### config.mk
export PLATFORM = sky130hd
export DESIGN_NAME = bus_master_arb
export DESIGN_NICKNAME = d
export VERILOG_FILES = /design/src/rtl/bus_master_arb_pkg.sv /design/src/rtl/bus_master_arb_mux.sv /design/src/rtl/bus_master_arb.sv
export SDC_FILE = /design/constraint.sdc
export NUM_CORES = 1
export LEC_CHECK = 0
export BUFFER_PORTS_ARGS = -buffer_cell sky130_fd_sc_hd__buf_2
export CAP_MARGIN = 20
export CORE_AREA = 2 2 127 129
export DETAILED_ROUTE_END_ITERATION = 7
export DIE_AREA = 0 0 129 131
export SLEW_MARGIN = 5
export SYNTH_ARGS = -nofsm -noshare
export SYNTH_HDL_FRONTEND = slang
export SYNTH_SLANG_ARGS = --single-unit
### constraint.sdc
create_clock -name clk -period 6.2 [get_ports clk]
set_input_delay 1.55 -clock clk [delete_from_list [all_inputs] [get_ports clk]]
set_output_delay 1.55 -clock clk [all_outputs]
set_load 0.1 [all_outputs]
### src/rtl/bus_master_arb_pkg.sv
// Shared bus definitions for the four-master bus arbiter: widths, owner
// encodings and the round-robin successor function.
package bus_master_arb_pkg;

   localparam int BUS_MASTER_CH_DEF = 4;
   localparam int WORD_ADDR_W       = 30;
   localparam int WORD_DATA_W       = 32;

   localparam logic BUS_READ  = 1'b1;
   localparam logic BUS_WRITE = 1'b0;

   typedef enum logic [1:0] {
      BUS_OWNER_MASTER_0 = 2'd0,
      BUS_OWNER_MASTER_1 = 2'd1,
      BUS_OWNER_MASTER_2 = 2'd2,
      BUS_OWNER_MASTER_3 = 2'd3
   } owner_e;

   // Next owner: hold while the owner requests (or nobody else does), else
   // the first requester after the owner in index order, wrapping at 4.
   function automatic owner_e rr_next(owner_e cur, logic [3:0] req_n);
      owner_e     nxt;
      logic [1:0] idx;
      nxt = cur;
      if (req_n[cur]) begin
         for (int k = 3; k >= 1; k--) begin
            idx = cur + 2'(k);
            if (!req_n[idx]) begin
               nxt = owner_e'(idx);
            end
         end
      end
      return nxt;
   endfunction

endpackage

### src/rtl/bus_master_arb_mux.sv
// Slave-side bus selection: purely combinational copy of the owning master's
// address, strobe, access type and write data.
module bus_master_arb_mux
   import bus_master_arb_pkg::*;
(
   input  owner_e                           owner,
   input  logic [4*WORD_ADDR_W-1:0]         m_addr,
   input  logic [3:0]                       m_as_,
   input  logic [3:0]                       m_rw,
   input  logic [4*WORD_DATA_W-1:0]         m_wr_data,
   output logic [WORD_ADDR_W-1:0]           s_addr,
   output logic                             s_as_,
   output logic                             s_rw,
   output logic [WORD_DATA_W-1:0]           s_wr_data
);

   // Non-owners never reach the slave side; an idle strobe is the default.
   always_comb begin
      s_addr    = m_addr[0 +: WORD_ADDR_W];
      s_as_     = m_as_[0];
      s_rw      = m_rw[0];
      s_wr_data = m_wr_data[0 +: WORD_DATA_W];
      case (owner)
         BUS_OWNER_MASTER_0: begin
            s_addr    = m_addr[0*WORD_ADDR_W +: WORD_ADDR_W];
            s_as_     = m_as_[0];
            s_rw      = m_rw[0];
            s_wr_data = m_wr_data[0*WORD_DATA_W +: WORD_DATA_W];
         end
         BUS_OWNER_MASTER_1: begin
            s_addr    = m_addr[1*WORD_ADDR_W +: WORD_ADDR_W];
            s_as_     = m_as_[1];
            s_rw      = m_rw[1];
            s_wr_data = m_wr_data[1*WORD_DATA_W +: WORD_DATA_W];
         end
         BUS_OWNER_MASTER_2: begin
            s_addr    = m_addr[2*WORD_ADDR_W +: WORD_ADDR_W];
            s_as_     = m_as_[2];
            s_rw      = m_rw[2];
            s_wr_data = m_wr_data[2*WORD_DATA_W +: WORD_DATA_W];
         end
         BUS_OWNER_MASTER_3: begin
            s_addr    = m_addr[3*WORD_ADDR_W +: WORD_ADDR_W];
            s_as_     = m_as_[3];
            s_rw      = m_rw[3];
            s_wr_data = m_wr_data[3*WORD_DATA_W +: WORD_DATA_W];
         end
         default: begin
            s_as_ = 1'b1;
         end
      endcase
   end

endmodule

### src/rtl/bus_master_arb.sv
// Four-master round-robin bus arbiter with parked, non-preemptive grants.
// owner is the only state; grants are decoded from it.
//
//   state               | meaning
//   BUS_OWNER_MASTER_0  | CPU IF port owns the bus (reset / parked default)
//   BUS_OWNER_MASTER_1  | CPU MEM port owns the bus
//   BUS_OWNER_MASTER_2  | spare / DMA master 2 owns the bus
//   BUS_OWNER_MASTER_3  | spare / DMA master 3 owns the bus
module bus_master_arb
   import bus_master_arb_pkg::*;
#(
   parameter int BUS_MASTER_CH = BUS_MASTER_CH_DEF
)(
   input  logic                                 clk,
   input  logic                                 reset,
   input  logic [BUS_MASTER_CH-1:0]             m_req_,
   input  logic [BUS_MASTER_CH*WORD_ADDR_W-1:0] m_addr,
   input  logic [BUS_MASTER_CH-1:0]             m_as_,
   input  logic [BUS_MASTER_CH-1:0]             m_rw,
   input  logic [BUS_MASTER_CH*WORD_DATA_W-1:0] m_wr_data,
   output logic [BUS_MASTER_CH-1:0]             m_grnt_,
   output logic [WORD_ADDR_W-1:0]               s_addr,
   output logic                                 s_as_,
   output logic                                 s_rw,
   output logic [WORD_DATA_W-1:0]               s_wr_data
);

   owner_e owner_q;
   owner_e owner_d;

   // Reset forces master 0 immediately, aborting any transfer in flight.
   always_ff @(posedge clk or posedge reset) begin
      if (reset) begin
         owner_q <= BUS_OWNER_MASTER_0;
      end else begin
         owner_q <= owner_d;
      end
   end

   always_comb begin
      owner_d          = owner_q;
      m_grnt_          = '1;
      owner_d          = rr_next(owner_q, m_req_);
      m_grnt_[owner_q] = 1'b0;
   end

   bus_master_arb_mux u_mux (
      .owner     (owner_q),
      .m_addr    (m_addr),
      .m_as_     (m_as_),
      .m_rw      (m_rw),
      .m_wr_data (m_wr_data),
      .s_addr    (s_addr),
      .s_as_     (s_as_),
      .s_rw      (s_rw),
      .s_wr_data (s_wr_data)
   );

endmodule

==> qor.txt <==
Maximum clock path buffer count = 2
Global-route wire length before repair = 16.08 mm
Ranking of synthesized cells by area = mux2i_1, a222oi_1, inv_1
Syn Inst Count = 275
Max reg flops = 2
H-tree lvl count = 1
Die area = 16,900 µm²
Drt wl/cell = 15.36 µm
Routability cong. = 0.8375
Area grow syn2layout = 86.27%
Post-Route Setup TNS = 0 ns
Final WL = 12.19 mm
Most common cell after layout, fill and taps aside = buf_2
Final slew viol count = 0
Remaining antenna violation count = 0
Max_slew headroom = 25.60%
CP Class = flip-flop to output pin
Slew @ Worst Pin = 1.116 ns
Clock root buffer = clkbuf_16
CTS Hold Bufs = 0
Fin nets = 846
Most frequent cells in the layout = buf_2, inv_1, mux2i_1, a222oi_1, nor2_1
CTS buffer count = 3
CP Data Required Time = 4.65 ns
Die width = 129 µm
Critical Path AT = 3.05 ns
Final min period = 4.604 ns
Setup Fix Bufs, Post-CTS = 0
CTS resizes = 0
RR Endpoint = owner_q[1]$_DFFE_PP0P_
Initial antenna violation count = 0
Status = finished, final reports clean
Clk slew on worst S/H paths = 0.03 ns
Mean post-synth cell area = 7.721 µm²
GR Overflow Total = 0
Worst Setup Start Kind = flip-flop
Clock latency on the worst-skew pair = 0.22 ns
Leading area contributor after synthesis = mux2i_1
Min-Delay Path Class = flip-flop to flip-flop
Final Hold Viols = 0
Post-synth cell types = 28
Cells on worst reg2reg path = 6
Hold-critical path depth = 2
Worst setup EP type = output pin
Setup violators final = 0
Layout cells sized above 1 = 59.97%
F_max = 217.2 MHz
Largest Register = owner_q
Die H = 131 µm
Fin Clk Skew = 0.0009768 ns
Synth warnings = 0
Fraction of the cycle the final worst path needs = 74.25%
Synth top area share = 32.06%
Cell Rows = 46
Worst reg-to-reg setup slack = 4.24 ns
Synth Register Bits = 2
CTS sink count = 2
Reg-to-Reg Start = owner_q[1]$_DFFE_PP0P_
GRT Total Usage = 11.91%
Sequential fraction of the synthesis area = 2.357%
Largest net degree at the start of global routing = 60
Drt first pass iters = 8
Port bufs = 329
RSZ-0062 raised after global routing = false
Critical path peak fanout = 33
# IOs = 330
Largest registers = owner_q: 2 flops
DRC viols = 0
Mapped Nets = 542
Placeable Area = 15,600 µm²
Vias per cell = 4.529
Synthesized area = 2123 µm²
Max-cap check violation count = 0
Hold wc startpoint = owner_q[0]$_DFFE_PP0P_
DRT iter0 DRCs = 372
Routed via count = 3,596
Hold endpoint = owner_q[0]$_DFFE_PP0P_
Starting Density = 13.61%
Number of global-route vias before repair = 3,128
Dpl hpwl = 9.666 mm
Fillers = 1,722
CTS tree = built
-- cell families after synthesis --
kind of cell,after synthesis,share of synthesized area (%)
multiplexers,70,33.29
AND/OR/NAND/NOR,20,5.657
flip-flops,2,2.357
adder cells (fa/ha/maj),5,2.946
buffers and inverters,105,22.57
AO/OA/AOI/OAI,73,33.18
-- synth_stat cells --
cell type  count
inv_1         71
nand4_1        4
nand4b_1       1
nor3_1         2
nand3_1        2
mux2i_1       68
mux2_2         1
nor2_1         5
a222oi_1      64
nand2_1        1
o211ai_2       1
ha_1           5
nor3b_1        1
nand3_2        1
buf_4          2
mux2_4         1
clkbuf_1       5
nor2b_1        2
buf_2         20
a32oi_1        1
o21ai_0        2
a21oi_1        2
o21ai_1        1
a211o_1        1
nor2b_4        1
dfrtp_1        2
buf_6          7
o21ai_2        1
-- critical path, stage by stage (launching register included) --
cell and delay (ns):
dfrtp_1 0.49, inv_1 0.28, ha_2 0.72, buf_4 0.49, a222oi_1 0.16, mux2i_1 0.20, buf_2 0.47
-- cell type report --
class                           instances  area (µm²)  area share, %
Timing Repair Buffer                  333        1677          42.39
Multi-Input combinational cell        168        1614          40.81
Tap cell                              216       270.3          6.833
Inverter                               71       266.5          6.738
Clock buffer                            3       75.07          1.898
Sequential cell                         2       50.05          1.265
Antenna cell                            1       2.502        0.06327
-- worst max path at each step --
stage | endpoint | cells past startpoint | from
floorplan | s_addr[19] | 2 | m_addr[49]
global placement | s_wr_data[23] | 6 | owner_q[0]$_DFFE_PP0P_
detailed placement | s_addr[11] | 6 | owner_q[0]$_DFFE_PP0P_
CTS | s_addr[11] | 6 | owner_q[0]$_DFFE_PP0P_
global route | s_wr_data[23] | 6 | owner_q[0]$_DFFE_PP0P_
finish | s_addr[11] | 6 | owner_q[0]$_DFFE_PP0P_
-- per-layer routing --
layer / vias to the layer above / track usage [%] / routed length, µm
met1: 1689 / 15.11 / 5053
li1: 1684 / - / -
met5: - / 0 / 0
met2: 221 / 20.98 / 5883
met4: 0 / 1.279 / 14
met3: 2 / 3.135 / 1240
-- through the flow --
step	setup WS (ns)	hold slack (ns)	area [µm²]	std cells	utilization (%)
after floorplan	1.525	0.7333	2123	275	-
after global placement	1.803	0.8348	3877	790	24.86
after detailed placement	1.818	0.8397	3877	790	24.86
after CTS	1.579	0.8487	3953	793	25.34
after global routing	1.453	0.9430	3953	793	25.34
final	1.597	0.8416	3955	794	25.36
Power is left out: the tool's default activity adds up to more than one toggle a clock period on the data nets, which glitch-free logic cannot reach.
